`src/rtl/mmio_transpose_pkg.sv`:
```
// Shared definitions for the mmio_transpose peripheral.
//   - register word offsets relative to BASE
//   - CTRL / STAT bit positions
//   - engine FSM state encoding
//   - index width helper
package mmio_transpose_pkg;

  localparam logic [1:0] OFF_CTRL = 2'd0;
  localparam logic [1:0] OFF_STAT = 2'd1;
  localparam logic [1:0] OFF_IDX  = 2'd2;
  localparam logic [1:0] OFF_DATA = 2'd3;

  localparam int CTRL_START = 0;
  localparam int CTRL_IEN   = 1;
  localparam int STAT_BUSY  = 0;
  localparam int STAT_DONE  = 1;

  typedef enum logic {
    ST_IDLE = 1'b0,
    ST_RUN  = 1'b1
  } state_e;

  // Width of an element pointer into an nn-entry buffer (at least 1 bit).
  function automatic int idx_width(input int nn);
    return (nn > 1) ? $clog2(nn) : 1;
  endfunction

endpackage

```
`src/rtl/mmio_transpose_if.sv`:
```
// MSP430 peripheral bus (per_* signals) as seen by one peripheral.
//   master : CPU side, drives address/data/strobes, samples per_dout
//   slave  : peripheral side, returns per_dout (0 when not addressed)
// Handshake: there is no valid/ready pair. A bus cycle is valid whenever
// per_en is high; the peripheral is always ready. per_we==2'b00 is a read
// whose data is combinational in the same cycle; per_we==2'b11 is a word
// write taking effect at the next mclk edge; other strobes are ignored.
interface mmio_transpose_if;
  logic [13:0] per_addr;
  logic [15:0] per_din;
  logic        per_en;
  logic [1:0]  per_we;
  logic [15:0] per_dout;

  modport master (
    output per_addr, per_din, per_en, per_we,
    input  per_dout
  );

  modport slave (
    input  per_addr, per_din, per_en, per_we,
    output per_dout
  );
endinterface

```
`src/rtl/mmio_transpose_engine.sv`:
```
// transpose_engine: copy sequencer for the transpose peripheral.
// Walks k = 0..N*N-1, one element per clock, and presents
// rd_addr = k (= r*N+c) and wr_addr = c*N+r with r = k/N, c = k%N.
// Ports:
//   clk, rst     clock, asynchronous active-high reset
//   start_i      begin a pass (ignored while running)
//   state_o      current FSM state (debug / busy)
//   copy_we_o    out_buf write enable for this cycle
//   rd_addr_o    in_buf index to copy from
//   wr_addr_o    out_buf index to copy to
//   last_o       high during the cycle that copies the final element
module transpose_engine
  import mmio_transpose_pkg::*;
#(
  parameter int N  = 4,
  parameter int IW = 4
) (
  input  logic          clk,
  input  logic          rst,
  input  logic          start_i,
  output state_e        state_o,
  output logic          copy_we_o,
  output logic [IW-1:0] rd_addr_o,
  output logic [IW-1:0] wr_addr_o,
  output logic          last_o
);

  localparam int NN = N * N;

  state_e        state_q, state_d;
  logic [IW-1:0] k_q, k_d;
  int            k_int, r_int, c_int;

  always_ff @(posedge clk or posedge rst) begin
    if (rst) begin
      state_q <= ST_IDLE;
      k_q     <= '0;
    end else begin
      state_q <= state_d;
      k_q     <= k_d;
    end
  end

  always_comb begin
    state_d   = state_q;
    k_d       = k_q;
    copy_we_o = 1'b0;
    last_o    = 1'b0;
    case (state_q)
      ST_IDLE: begin
        if (start_i) begin
          state_d = ST_RUN;
          k_d     = '0;
        end
      end
      ST_RUN: begin
        copy_we_o = 1'b1;
        if (k_q == IW'(NN - 1)) begin
          state_d = ST_IDLE;
          k_d     = '0;
          last_o  = 1'b1;
        end else begin
          k_d = k_q + 1'b1;
        end
      end
      default: begin
        state_d = ST_IDLE;
        k_d     = '0;
      end
    endcase
  end

  always_comb begin
    k_int     = int'(k_q);
    r_int     = k_int / N;
    c_int     = k_int % N;
    rd_addr_o = k_q;
    wr_addr_o = IW'(c_int * N + r_int);
  end

  assign state_o = state_q;

endmodule

```
`src/rtl/mmio_transpose.sv`:
```
// mmio_transpose: memory-mapped NxN matrix transpose peripheral.
// The CPU fills in_buf through IDX/DATA, writes CTRL.START, and reads the
// transposed matrix from out_buf through IDX/DATA once STAT.DONE is set.
// Registers (word offsets from BASE):
//   +0 CTRL  W bit0 START (reads 0), bit1 IEN (R/W, irq build only)
//   +1 STAT  R bit0 BUSY, bit1 DONE; W bit1=1 clears DONE
//   +2 IDX   R/W element pointer, wraps N*N-1 -> 0
//   +3 DATA  W in_buf[IDX]=din, IDX++; R out_buf[IDX], IDX++
// Ports:
//   mclk      system clock
//   puc_rst   asynchronous active-high power-up clear
//   bus       per_* peripheral bus (slave modport)
//   irq       DONE & IEN, registered level (only with TRANSPOSE_IRQ_EN)
// Build option: define TRANSPOSE_IRQ_EN to add the irq port and CTRL.IEN.
module mmio_transpose
  import mmio_transpose_pkg::*;
#(
  parameter int          N    = 4,
  parameter logic [13:0] BASE = 14'h90
) (
  input  logic             mclk,
  input  logic             puc_rst,
  mmio_transpose_if.slave  bus
`ifdef TRANSPOSE_IRQ_EN
  ,
  output logic             irq
`endif
);

  localparam int DW = 16;
  localparam int NN = N * N;
  localparam int IW = idx_width(NN);

  // ---------------- bus decode ----------------
  logic [13:0] off;
  logic [1:0]  reg_sel;
  logic        hit, wr_en, rd_en;
  logic        wr_ctrl, wr_stat, wr_idx, wr_data, rd_data;

  assign off     = bus.per_addr - BASE;
  assign reg_sel = off[1:0];
  assign hit     = bus.per_en && (off < 14'd4);
  assign wr_en   = hit && (bus.per_we == 2'b11);
  assign rd_en   = hit && (bus.per_we == 2'b00);
  assign wr_ctrl = wr_en && (reg_sel == OFF_CTRL);
  assign wr_stat = wr_en && (reg_sel == OFF_STAT);
  assign wr_idx  = wr_en && (reg_sel == OFF_IDX);
  assign wr_data = wr_en && (reg_sel == OFF_DATA);
  assign rd_data = rd_en && (reg_sel == OFF_DATA);

  // ---------------- engine ----------------
  state_e        eng_state;
  logic          eng_we, eng_last, busy, start;
  logic [IW-1:0] eng_rd_addr, eng_wr_addr;

  assign busy  = (eng_state == ST_RUN);
  assign start = wr_ctrl && bus.per_din[CTRL_START] && !busy;

  transpose_engine #(.N(N), .IW(IW)) u_engine (
    .clk       (mclk),
    .rst       (puc_rst),
    .start_i   (start),
    .state_o   (eng_state),
    .copy_we_o (eng_we),
    .rd_addr_o (eng_rd_addr),
    .wr_addr_o (eng_wr_addr),
    .last_o    (eng_last)
  );

  // ---------------- control registers ----------------
  logic [IW-1:0] idx_q, idx_d, idx_next;
  logic          done_q, done_d;
  logic          in_we;
`ifdef TRANSPOSE_IRQ_EN
  logic          ien_q, ien_d;
  logic          irq_q, irq_d;
`endif

  assign idx_next = (idx_q == IW'(NN - 1)) ? '0 : idx_q + 1'b1;

  always_comb begin
    idx_d  = idx_q;
    done_d = done_q;
    in_we  = 1'b0;
    // Buffers and IDX are frozen while the engine owns them.
    if (!busy) begin
      if (wr_idx) begin
        idx_d = bus.per_din[IW-1:0];
      end else if (wr_data) begin
        in_we = 1'b1;
        idx_d = idx_next;
      end else if (rd_data) begin
        idx_d = idx_next;
      end
    end
    if (start) done_d = 1'b0;
    if (wr_stat && bus.per_din[STAT_DONE]) done_d = 1'b0;
    // Completion is applied last so it wins over a simultaneous W1C.
    if (eng_last) done_d = 1'b1;
  end

`ifdef TRANSPOSE_IRQ_EN
  always_comb begin
    ien_d = ien_q;
    if (wr_ctrl) ien_d = bus.per_din[CTRL_IEN];
    irq_d = done_d & ien_d;
  end
`endif

  always_ff @(posedge mclk or posedge puc_rst) begin
    if (puc_rst) begin
      idx_q  <= '0;
      done_q <= 1'b0;
`ifdef TRANSPOSE_IRQ_EN
      ien_q  <= 1'b0;
      irq_q  <= 1'b0;
`endif
    end else begin
      idx_q  <= idx_d;
      done_q <= done_d;
`ifdef TRANSPOSE_IRQ_EN
      ien_q  <= ien_d;
      irq_q  <= irq_d;
`endif
    end
  end

`ifdef TRANSPOSE_IRQ_EN
  assign irq = irq_q;
`endif

  // ---------------- element buffers (no reset: contents undefined) ----------------
  logic [DW-1:0] in_buf_q  [NN];
  logic [DW-1:0] out_buf_q [NN];

  always_ff @(posedge mclk) begin
    if (in_we)  in_buf_q[idx_q]        <= bus.per_din;
    if (eng_we) out_buf_q[eng_wr_addr] <= in_buf_q[eng_rd_addr];
  end

  // ---------------- read mux ----------------
  logic [DW-1:0] dout;

  always_comb begin
    dout = '0;
    if (rd_en) begin
      case (reg_sel)
        OFF_CTRL: begin
`ifdef TRANSPOSE_IRQ_EN
          dout[CTRL_IEN] = ien_q;
`else
          dout = '0;
`endif
        end
        OFF_STAT: begin
          dout[STAT_BUSY] = busy;
          dout[STAT_DONE] = done_q;
        end
        OFF_IDX:  dout[IW-1:0] = idx_q;
        OFF_DATA: if (!busy) dout = out_buf_q[idx_q];
        default:  dout = '0;
      endcase
    end
  end

  assign bus.per_dout = dout;

endmodule

```
`src/flat_wrapper.sv`:
```
// flat-port wrapper written by rule: the top's interface ports become plain ports
module mmio_transpose_flat import mmio_transpose_pkg::*;
#(
  parameter int          N    = 4,
  parameter logic [13:0] BASE = 14'h90
)
  (mclk, puc_rst, bus_per_addr, bus_per_din, bus_per_en, bus_per_we, bus_per_dout);
  mmio_transpose_if bus_i ();
  input  logic mclk;
  input  logic puc_rst;
  input wire logic [$bits(bus_i.per_addr)-1:0] bus_per_addr;
  input wire logic [$bits(bus_i.per_din)-1:0] bus_per_din;
  input wire logic [$bits(bus_i.per_en)-1:0] bus_per_en;
  input wire logic [$bits(bus_i.per_we)-1:0] bus_per_we;
  output wire logic [$bits(bus_i.per_dout)-1:0] bus_per_dout;
  assign bus_i.per_addr = bus_per_addr;
  assign bus_i.per_din = bus_per_din;
  assign bus_i.per_en = bus_per_en;
  assign bus_i.per_we = bus_per_we;
  assign bus_per_dout = bus_i.per_dout;
  mmio_transpose #(.N(N), .BASE(BASE)) u_core (.mclk(mclk), .puc_rst(puc_rst), .bus(bus_i));
endmodule
```
`config.mk`:
```
export PLATFORM = sky130hd
export DESIGN_NAME = mmio_transpose_flat
export DESIGN_NICKNAME = d
export VERILOG_FILES = /design/src/rtl/mmio_transpose_pkg.sv /design/src/rtl/mmio_transpose_if.sv /design/src/rtl/mmio_transpose_engine.sv /design/src/rtl/mmio_transpose.sv /design/src/flat_wrapper.sv
export SDC_FILE = /design/constraint.sdc
export NUM_CORES = 1
export LEC_CHECK = 0
export ABC_AREA = 1
export BUFFER_PORTS_ARGS = -buffer_cell sky130_fd_sc_hd__buf_4
export CAP_MARGIN = 20
export CORE_MARGIN = 3
export CORE_UTILIZATION = 56
export DETAILED_ROUTE_END_ITERATION = 16
export GPL_TIMING_DRIVEN = 0
export HOLD_SLACK_MARGIN = 0.12
export PLACE_DENSITY_LB_ADDON = 0.15
export SYNTH_ARGS = -nofsm -noshare
export SYNTH_HDL_FRONTEND = slang
export SYNTH_SLANG_ARGS = --single-unit
```
`constraint.sdc`:
```
create_clock -name mclk -period 2.5 [get_ports mclk]
set_input_delay 0.25 -clock mclk [delete_from_list [all_inputs] [get_ports mclk]]
set_output_delay 0.25 -clock mclk [all_outputs]
set_load 0.05 [all_outputs]
```
* After elaboration in Yosys (flattened, before gate mapping)
Memory sizes are Yosys's and may differ from the RTL's. Cells that the tools add are included.
Word-level totals: output and inout port bits 16, register bits after elaboration 10, memories kept 2, input port bits 35, word-level logic and storage cells 64, memory bits (writable) 512
Memory list:
- u_core.in_buf_q | depth 16, width 16, read ports 1, clocked after Yosys merged registers in 0, wr ports 1, RTL line mmio_transpose.sv:133 | logic [DW-1:0] in_buf_q [NN];
- u_core.out_buf_q | depth 16, width 16, read ports 1, clocked after Yosys merged registers in 0, wr ports 1, RTL line mmio_transpose.sv:134 | logic [DW-1:0] out_buf_q [NN];
Cells by class: muxes and demuxes 28, add/subtract/negate cells 4, bitwise operators 1, equal/unequal tests 7, $lt $le $gt $ge 1, reduce and logical (&&, ||, !) cells 17
Operators with widths (count):
- 16-bit 2-to-1 mux | 2
- 4-bit 2-to-1 mux | 6
- 1-bit 2-to-1 mux | 15
- 14-bit by 3-bit less-than comparator with 1-bit output (second input constant) | 1
- 14-bit by 8-bit subtractor with 14-bit output (second input constant) | 1
- 12-bit 2-to-1 mux | 1
- 1-bit logical AND | 11
- 4-bit by 1-bit adder with 4-bit output (second input constant) | 2
- 4-bit == test (second input constant) | 2
- 2-bit case mux with 4 select lines | 1
- 4-bit case mux with 2 select lines | 1
- 2-bit == test (second input constant) | 3
- 3-bit nonzero test | 2
- 4-bit by 2-bit adder with 4-bit output | 1
- 2-bit logical NOT | 2
- 2-bit case mux with 2 select lines | 1
- 2-bit by 1-bit == test with 1-bit output (second input constant) | 1
- 2-bit by 1-bit != test with 1-bit output (second input constant) | 1
- 1-bit case mux with 2 select lines | 1
- 2-bit AND reduction | 1
- 1-bit logical NOT | 1
- 1-bit inverter | 1

* Longest topological paths before layout
Gate-level depths: netlist of the first run.
word-level depth 10, gate-level depth with buffers 11, depth with buffers taken out 11

* Hierarchy
Synthesis of the first run repeated with hierarchy kept, for this count alone.
Second synthesis, totals: cells, all modules 1781, area total of the unflattened synthesis 21436.8 sq um
By module, submodules not included:
- mmio_transpose | area an instance 21159.0 sq um, cells an instance 1748, sequential area each 15499.9 sq um, instances 1
- transpose_engine | area an instance 277.8 sq um, cells an instance 33, sequential area each 125.1 sq um, instances 1

* Least setup slack after synthesis of the first run
OpenSTA, ideal clock, no wires.
path kind flip-flop to flip-flop, start register u_core.u_engine.k_q[0], in the netlist u_core.u_engine.rd_addr_o[0], end memory u_core.out_buf_q[2][0] (enable), data required time 2.112 ns, period minus slack after synthesis 2.331 ns, arrival 1.943 ns, stages on the path, launching flop included 8, path slack 0.169 ns, setup time 0.388 ns, path buffers 3, cells stage by stage dfrtp_1 -> buf_4 -> inv_2 -> buf_2 -> buf_4 -> ha_1 -> nand2_1 -> nor2_1
Between the ends: longest elaborated chain between the ends 1
RTL lines:
- start, declared | RTL line mmio_transpose_engine.sv:31 | logic [IW-1:0] k_q, k_d;
- start signal, assigned | RTL line mmio_transpose_engine.sv:40 | k_q <= k_d;
- 4-bit by 2-bit adder with 4-bit output | RTL line mmio_transpose_engine.sv:78 | wr_addr_o = IW'(c_int * N + r_int);
- end, declared | RTL line mmio_transpose.sv:134
No other way between the ends.

* Final worst setup path of the first run
start register u_core.idx_q[0], end output port bus_per_dout[5]
Between the ends: longest elaborated chain between the ends 4
RTL lines:
- start, declared | RTL line mmio_transpose.sv:71 | logic [IW-1:0] idx_q, idx_d, idx_next;
- start signal, assigned | RTL line mmio_transpose.sv:119 | idx_q <= idx_d;
- memory 16 x 16 bit
- 16-bit 2-to-1 mux | RTL line mmio_transpose.sv:160 | OFF_DATA: if (!busy) dout = out_buf_q[idx_q];
- 12-bit 2-to-1 mux | RTL line mmio_transpose.sv:147 | case (reg_sel)
- 16-bit 2-to-1 mux | RTL line mmio_transpose.sv:146 | if (rd_en) begin
- end, declared | RTL line flat_wrapper.sv:15 | output wire logic [$bits(bus_i.per_dout)-1:0] bus_per_dout;
No other way between the ends.

==> results of run 1 <==
==> what timing repair did <==
item / 4_1_cts / 5_1_grt
setup buffers: 36 / 7
endpoints found under the hold margin: 269 / 0
gates resized for setup: 203 / 62
endpoints found under the setup margin: 655 / 252
gates cloned: 6 / 1
pin swaps: 57 / 39
hold buffers: 19 / 0
==> through the flow <==
stage	area, um2	util	hold slack (ps)
2_1_floorplan	21080	-	90.18
3_3_place_gp	22090	0.5991	286.5
3_5_place_dp	22580	0.6124	282.9
4_1_cts	25550	0.6929	122.1
5_1_grt	25780	0.6993	195.7
6_report	25780	0.6993	150.6
==> cell families after synthesis <==
| group | synth area share |
|---|---|
| adder cells (fa/ha/maj) | 0.004748 |
| XOR/XNOR | 0.001246 |
| AND/OR/NAND/NOR | 0.1254 |
| flip-flops | 0.7411 |
| AO/OA/AOI/OAI | 0.09121 |
| buffers and inverters | 0.03632 |
==> layout make-up <==
type,count,share of cell area
flip-flops and latches,522,0.6061
well taps,504,0.02446
inverters,77,0.01150
repair buffers,139,0.06085
multi-input cells,1043,0.2028
clock buffers,69,0.05377
plain buffers,96,0.02950
clock inverters,23,0.01102
==> critical path: cells and delay by family (launching register included) <==
kind / cells / cell delay [ps]
buffers and inverters: 6 / 810
AND/OR/NAND/NOR: 5 / 380
flip-flops: 1 / 480
AO/OA/AOI/OAI: 2 / 150
==> layout by cell type (no fill, tap or decap), types with 22 or more instances in the layout <==
master	n
nand2_1	246
clkbuf_16	54
clkbuf_1	41
inv_1	63
nand3_1	29
buf_4	84
nor2_1	299
o21ai_0	173
o22ai_1	84
o21ai_1	75
buf_8	22
nor2_4	38
edfxtp_1	512
buf_6	24
==> sequential cells by signal (all words and copies together) (netlist names) <==
name,flops
u_core.idx_q,4
u_core.in_buf_q,256
u_core.u_engine.state_o,1
u_core.u_engine.rd_addr_o,4
u_core.out_buf_q,256
u_core.done_q,1
==> how the worst max path moves through the flow <==
stage | start | endpoint | slack [ps]
2_1_floorplan | u_core.u_engine.rd_addr_o[0] | u_core.out_buf_q[2][0] | 170
3_3_place_gp | u_core.idx_q[1] | u_core.in_buf_q[12][7] | -1060
3_5_place_dp | u_core.idx_q[1] | u_core.in_buf_q[0][12] | -580
4_1_cts | u_core.idx_q[0] | bus_per_dout[8] | -170
5_1_grt | u_core.idx_q[0] | bus_per_dout[6] | -240
6_report | u_core.idx_q[0] | bus_per_dout[5] | -170
==> routing by layer <==
layer  up-vias  wire, um
li1       6563         -
met1      7156     21920
met2       898     28810
met3       159      5740
met4         0      2766
met5         -         0
==> power by group <==
group,switching (W),internal [W]
clock,0.00316,0.00459
combinational,0.000148,0.0000763
sequential,0.000000528,0.00954
==> metrics.cfg, run 1 <==
[setup_path]
criticalPathCategory=reg -> out
r2r_slack_ps=60
setup.worst_path.start_class=flip-flop
timing.rr.start=u_core.u_engine.rd_addr_o[0]
end_kind=output pin
r2r_cells=8
cp.required_ps=2250
crit_path_frequent_cell=buf_12
cp_slowest_cell=dfrtp_2
path_max_fanout=8
cp_cell_sequence=buf_12 > buf_12 > buf_12 > buf_4 > nor2_2 > nor2_1 > o21ai_1 > nand2_1 > nand2_2 > nand2_2 > inv_2 > a31oi_4 > buf_6
cp_slowest_stage_delay_ps=480
arrival_ps=2420
timing.rr.end=u_core.out_buf_q[0][11]

[placed_design]
port-buffer-count=50
hpwl_um=37850
gp_congestion=0.9871
place_inst=2314
dp_slack_ps=-575.9

[clock_tree]
cts.sinks=522
clock_latency_ps=590
cts_tree=yes
cts-root-buf=clkbuf_16
clk_pin_slew_ps=60
cts_buffer_depth=3
htreeDepth=2
numCtsBuffers=51

[worst_hold_path]
holdPathStages=5
min-delay-start=bus_per_addr[1]
whs_endpoint=u_core.done_q
hp-class=in -> reg

[grt]
grt_antenna_before_repair=0
grt_pass1_wl_um=87330
gr-total-overflow=0
use_met1=0.4003
top_usage_layer=met2
grt_max_degree=19
grt_usage=0.2990
grt_pass1_vias=14212
grt_use_met2=0.4933
grtUsageMet3=0.04666

[detailed_routing]
viasPerCell=5.975
first_pass_iters=6
wl_per_cell_um=23.95
first_iter_violations=1804
drt_wl_total_um=59230
vias=14776
ant_nets=0
route.detailed.drc=0

[logic_synthesis]
ys_top_cells_by_area=edfxtp_1, nor2_1, o21ai_0
ys_warn_count=0
synth_cell_type_count=27
yosysSeqAreaShare=0.7411
synth_commonest_cells=edfxtp_1, nor2_1, nand2_1
synth_nets=1782
synth_flop_cell=edfxtp_1
synth-async-reset-ratio=0.01916
syn_area_um2=21080
avgSynthCellArea_um2=12.12
synth.top_cell.area_share=0.7292
synthCells=1739
synth_most_common_cell=edfxtp_1
synth_top_area_cell=edfxtp_1
ys_ff_latch=522
synth-edff-count=512

[timing]
max_freq_mhz=374.6
rsz0062_at_grt=yes
finalWorstSetupSlack_ps=-169.6
skew_ps=18.28
min_period_ps=2670
slew_violations=0
tightest_slew_ps=851.0
slew_headroom=0.4296
finalSetupTns_ps=-1426
period_share=1.068
setup_violations=16
hold_viol=0

[floorplan]
ios=51
die_width_um=200.0
start_util=0.5718
row_count=70
core-area_um2=36870
die-area_um2=40010
die_height_um=200.0

[power]
p_leak_nw=9.094
ir_drop_mv=0.6701
fin_total_pwr_w=0.01751
power_density_nw_per_um2=679.2

[finish]
nets=1973
seqCellArea_um2=15630
multi_input_area_um2=5229
fillers=2517
synthToLayoutAreaGrowth_pct=22.30
num_antenna_cells=0
drive_gt1_frac=0.1889
layout.cells.non_filler=2473

[outcome]
outcome=finished with violations
violations=setup timing

[job]
maxCapViolations=0

(Power assumes the default switching activity.)
==> inputs of run 2 (changes only) <==
- RECOVER_POWER: not set -> 50
==> metrics.cfg, run 2 (synthesis gave the netlist of run 1 again) <==
[timing]
hold_ws_ps=155.2
setup_violations=16
min_period_ps=2667
skew_ps=23.44
hold_viol=0
slew_headroom=0.2446
finalWorstSetupSlack_ps=-166.7
slew_violations=0
max_freq_mhz=375.0
rsz0062_at_grt=yes
period_share=1.067
tightest_slew_ps=1133

[clock_tree]
cts-root-buf=clkbuf_16
cts_buffer_depth=3
cts_tree=yes
htreeDepth=2
clk_pin_slew_ps=60
cts.sinks=522
numCtsBuffers=51
clock_latency_ps=590

[finish]
final_common_cell=edfxtp_1
nets=1973
multi_input_area_um2=5229
num_antenna_cells=0
final_util=0.6977
fillers=2537
drive_gt1_frac=0.1808
layout_common_cells=edfxtp_1, nor2_1, nand2_1, o21ai_0, o22ai_1
top_regs=u_core.in_buf_q: 256 flops, u_core.out_buf_q: 256 flops
seqCellArea_um2=15630
synthToLayoutAreaGrowth_pct=22.01

[grt]
grt_usage=0.2990
gr-total-overflow=0
grt_pass1_wl_um=87330
grt_antenna_before_repair=0
grt_max_degree=19
grt_pass1_vias=14212

[detailed_routing]
wl_per_cell_um=24.00
vias=14741
route.detailed.drc=0
first_iter_violations=1743
first_pass_iters=6
drt_wl_total_um=59360
viasPerCell=5.961
ant_nets=0

[floorplan]
ios=51
row_count=70
start_util=0.5718
die-area_um2=40010
die_height_um=200.0
die_width_um=200.0
core-area_um2=36870

[setup_path]
r2r_slack_ps=60
timing.rr.end=u_core.out_buf_q[0][8]
criticalPathCategory=reg -> out
startpoint=u_core.idx_q[0]
end_kind=output pin
setup.worst_path.start_class=flip-flop
arrival_ps=2420
endpoint=bus_per_dout[3]
cp.required_ps=2250
timing.rr.start=u_core.u_engine.rd_addr_o[0]
path_max_fanout=8
r2r_cells=8

[outcome]
violations=setup timing
outcome=finished with violations

[placed_design]
gp_congestion=0.9871
port-buffer-count=50
hpwl_um=37850

[worst_hold_path]
hp-class=in -> reg

[job]
maxCapViolations=0

[power]
power_density_nw_per_um2=680.5
p_leak_nw=9.036
ir_drop_mv=0.6775

[run 2: layout make-up]
class                   count  area share
inverters                  77     0.01153
clock inverters            23     0.01104
plain buffers              96     0.02957
multi-input cells        1043      0.2033
repair buffers            139     0.05866
flip-flops and latches    522      0.6075
well taps                 504     0.02451
clock buffers              69     0.05389
[run 2: worst max-delay path: stages, from the launching register on]
cell	delay, ps
dfrtp_2	470
buf_12	170
buf_4	130
buf_8	130
nor2_2	90
nor2_1	40
o21ai_1	120
nand2_1	90
nand2_1	70
nand2_1	80
o21ai_2	160
o21ai_2	100
buf_6	170
[run 2: where the power goes]
group / leakage, nW / switching, W / internal (W) / total (W)
registers: 4.72 / 0.000000576 / 0.00954 / 0.00954
clock network: 0.813 / 0.00316 / 0.00459 / 0.00775
logic: 3.50 / 0.000149 / 0.0000645 / 0.000213
[run 2: worst min path at each step]
| stage | start | end | slack [ps] | depth (start not counted) |
|---|---|---|---|---|
| 2_1_floorplan | puc_rst | u_core.done_q | 90 | 1 |
| 3_3_place_gp | puc_rst | u_core.done_q | 290 | 2 |
| 3_5_place_dp | puc_rst | u_core.done_q | 280 | 2 |
| 4_1_cts | bus_per_addr[1] | u_core.done_q | 120 | 5 |
| 5_1_grt | bus_per_addr[2] | u_core.idx_q[0] | 200 | 7 |
| 6_report | bus_per_addr[1] | u_core.done_q | 160 | 5 |
[run 2: per-layer routing]
| layer | routed length [um] | track usage |
|---|---|---|
| met3 | 5714 | 0.04666 |
| met4 | 2840 | 0.1308 |
| met2 | 28790 | 0.4933 |
| met5 | 0 | 0 |
| met1 | 22010 | 0.4003 |
[run 2: through the flow]
stage | instances | setup slack, ps | setup TNS, ps | power (W) | instance area (um2)
after floorplan | 1739 | 168.6 | 0 | 0.009771 | 21080
after global placement | 2293 | -1063 | -510250 | 0.009907 | 22090
after detailed placement | 2314 | -575.9 | -183600 | 0.009914 | 22580
after CTS | 2467 | -170.5 | -1563 | 0.01755 | 25550
after global routing | 2473 | -239.9 | -2961 | 0.01792 | 25720
final | 2473 | -166.7 | -1306 | 0.01750 | 25720
[run 2: timing repair]
action	in CTS	in global routing
pin swaps	57	39
gates resized for setup	203	62
hold buffers	19	0
setup buffers	36	7
endpoints found under the hold margin	269	0
gates cloned	6	1
setup endpoints to repair	655	252
==> inputs of run 3 (changes only) <==
- BUFFER_PORTS_ARGS: -buffer_cell sky130_fd_sc_hd__buf_4 -> not set
- CORE_ASPECT_RATIO: not set -> 0.7
- DONT_BUFFER_PORTS: not set -> 1
==> metrics.cfg, run 3 (synthesis gave the netlist of run 1 again) <==
[grt]
grtUsageMet3=0.07843
use_met1=0.4741
gr-total-overflow=0
grt_max_degree=19
grt_pass1_vias=14194
grt_usage=0.3032
top_usage_layer=met1
grt_use_met2=0.4281
grt_antenna_before_repair=0
grt_pass1_wl_um=89650

[setup_path]
criticalPathCategory=reg -> out
r2r_slack_ps=0
startpoint=u_core.idx_q[0]
cp.required_ps=2250
timing.rr.start=u_core.idx_q[0]
setup.worst_path.start_class=flip-flop
cp_cell_sequence=buf_6 > buf_12 > buf_12 > buf_12 > buf_8 > nor2_2 > nor2_1 > o21ai_1 > nand2_1 > nand2_1 > nand2_2 > inv_2 > a31oi_4 > buf_6
path_max_fanout=6
cp_slowest_stage_delay_ps=450
crit_path_frequent_cell=buf_12
cp_slowest_cell=dfrtp_2
arrival_ps=2460
end_kind=output pin

[placed_design]
gp_congestion=0.9129
place_area_um2=22430
place_inst=2263
hpwl_um=39630
port-buffer-count=0

[floorplan]
die-area_um2=40050
start_util=0.5776
ios=51
row_count=58
die_height_um=168.3
die_width_um=237.9
core-area_um2=36500

[finish]
top_regs=u_core.in_buf_q: 256 flops, u_core.out_buf_q: 256 flops
final_util=0.7013
nets=1960
final_cell_area_um2=25600
num_antenna_cells=0
final_common_cell=edfxtp_1
synthToLayoutAreaGrowth_pct=21.42
layout.cells.non_filler=2436
drive_gt1_frac=0.1856
layout_common_cells=edfxtp_1, nor2_1, nand2_1, o21ai_0, o22ai_1

[power]
ir_drop_mv=0.6531
power_density_nw_per_um2=663.5
p_leak_nw=9.005

[timing]
slew_headroom=0.4414
period_share=1.084
max_freq_mhz=369.1
skew_ps=17.42
slew_violations=0
hold_viol=0
tightest_slew_ps=837.9
rsz0062_at_grt=yes
hold_ws_ps=125.2
setup_violations=18
min_period_ps=2709
finalWorstSetupSlack_ps=-209.4

[clock_tree]
htreeDepth=2
clk_pin_slew_ps=60
cts-root-buf=clkbuf_16
cts_tree=yes
clock_latency_ps=580
cts.sinks=522
numCtsBuffers=48
cts_buffer_depth=3

[worst_hold_path]
hp-class=in -> async

[detailed_routing]
wl_per_cell_um=25.72
drt_wl_total_um=62660
vias=15329
first_iter_violations=2657
ant_nets=0
viasPerCell=6.293
first_pass_iters=6
route.detailed.drc=0

[outcome]
violations=setup timing
outcome=finished with violations

[job]
maxCapViolations=0

-- run 3: cell type report --
| class | count | area [um2] |
|---|---|---|
| multi-input cells | 1043 | 5223 |
| clock buffers | 66 | 1320 |
| flip-flops and latches | 522 | 15630 |
| plain buffers | 96 | 778.2 |
| clock inverters | 23 | 217.7 |
| fillers | 2424 | 10900 |
| inverters | 77 | 296.5 |
| well taps | 480 | 600.6 |
| repair buffers | 129 | 1534 |
-- run 3: report_power, final --
part | switching (W) | total (W) | leakage (nW) | internal [W]
clock network | 0.00317 | 0.00728 | 0.749 | 0.00411
logic | 0.000127 | 0.000171 | 3.53 | 0.0000440
registers | 0.000000603 | 0.00954 | 4.72 | 0.00954
total | 0.00329 | 0.0170 | 9.01 | 0.0137
-- run 3: worst max-delay path: cells and delay by family (launching register included) --
family	cells	cell delay, ps
AO/OA/AOI/OAI	2	170
buffers and inverters	7	920
flip-flops	1	450
AND/OR/NAND/NOR	5	340
-- run 3: timing repair --
action,CTS,global route
setup endpoints to repair,704,254
endpoints found under the hold margin,276,0
pin swaps,29,45
gates cloned,3,2
setup buffers,44,15
resized for setup,171,91
hold buffers,22,0
-- run 3: final timing paths --
path,end,cells after the start
worst max-delay path,bus_per_dout[4],14
worst min register to register,u_core.done_q,2
max in group asynchronous,u_core.u_engine.rd_addr_o[0],2
min in group mclk,u_core.idx_q[0],6
worst max register to register,u_core.in_buf_q[0][14],8
worst min-delay path,u_core.idx_q[2],2
-- run 3: per-stage QoR --
| step | setup WS (ps) | TNS, ps | power [W] |
|---|---|---|---|
| detailed placement | -495.7 | -164400 | 0.009795 |
| global placement | -1551 | -576430 | 0.009793 |
| floorplan | 168.6 | 0 | 0.009771 |
| global route | -291.4 | -6262 | 0.01737 |
| CTS | -311.3 | -13520 | 0.01697 |
| finish | -209.4 | -2685 | 0.01699 |
-- run 3: layer usage --
| layer | wire length [um] | vias to the layer above |
|---|---|---|
| li1 | - | 6543 |
| met1 | 25030 | 7432 |
| met2 | 26920 | 1218 |
| met3 | 9272 | 136 |
| met4 | 1440 | 0 |
| met5 | 0 | - |
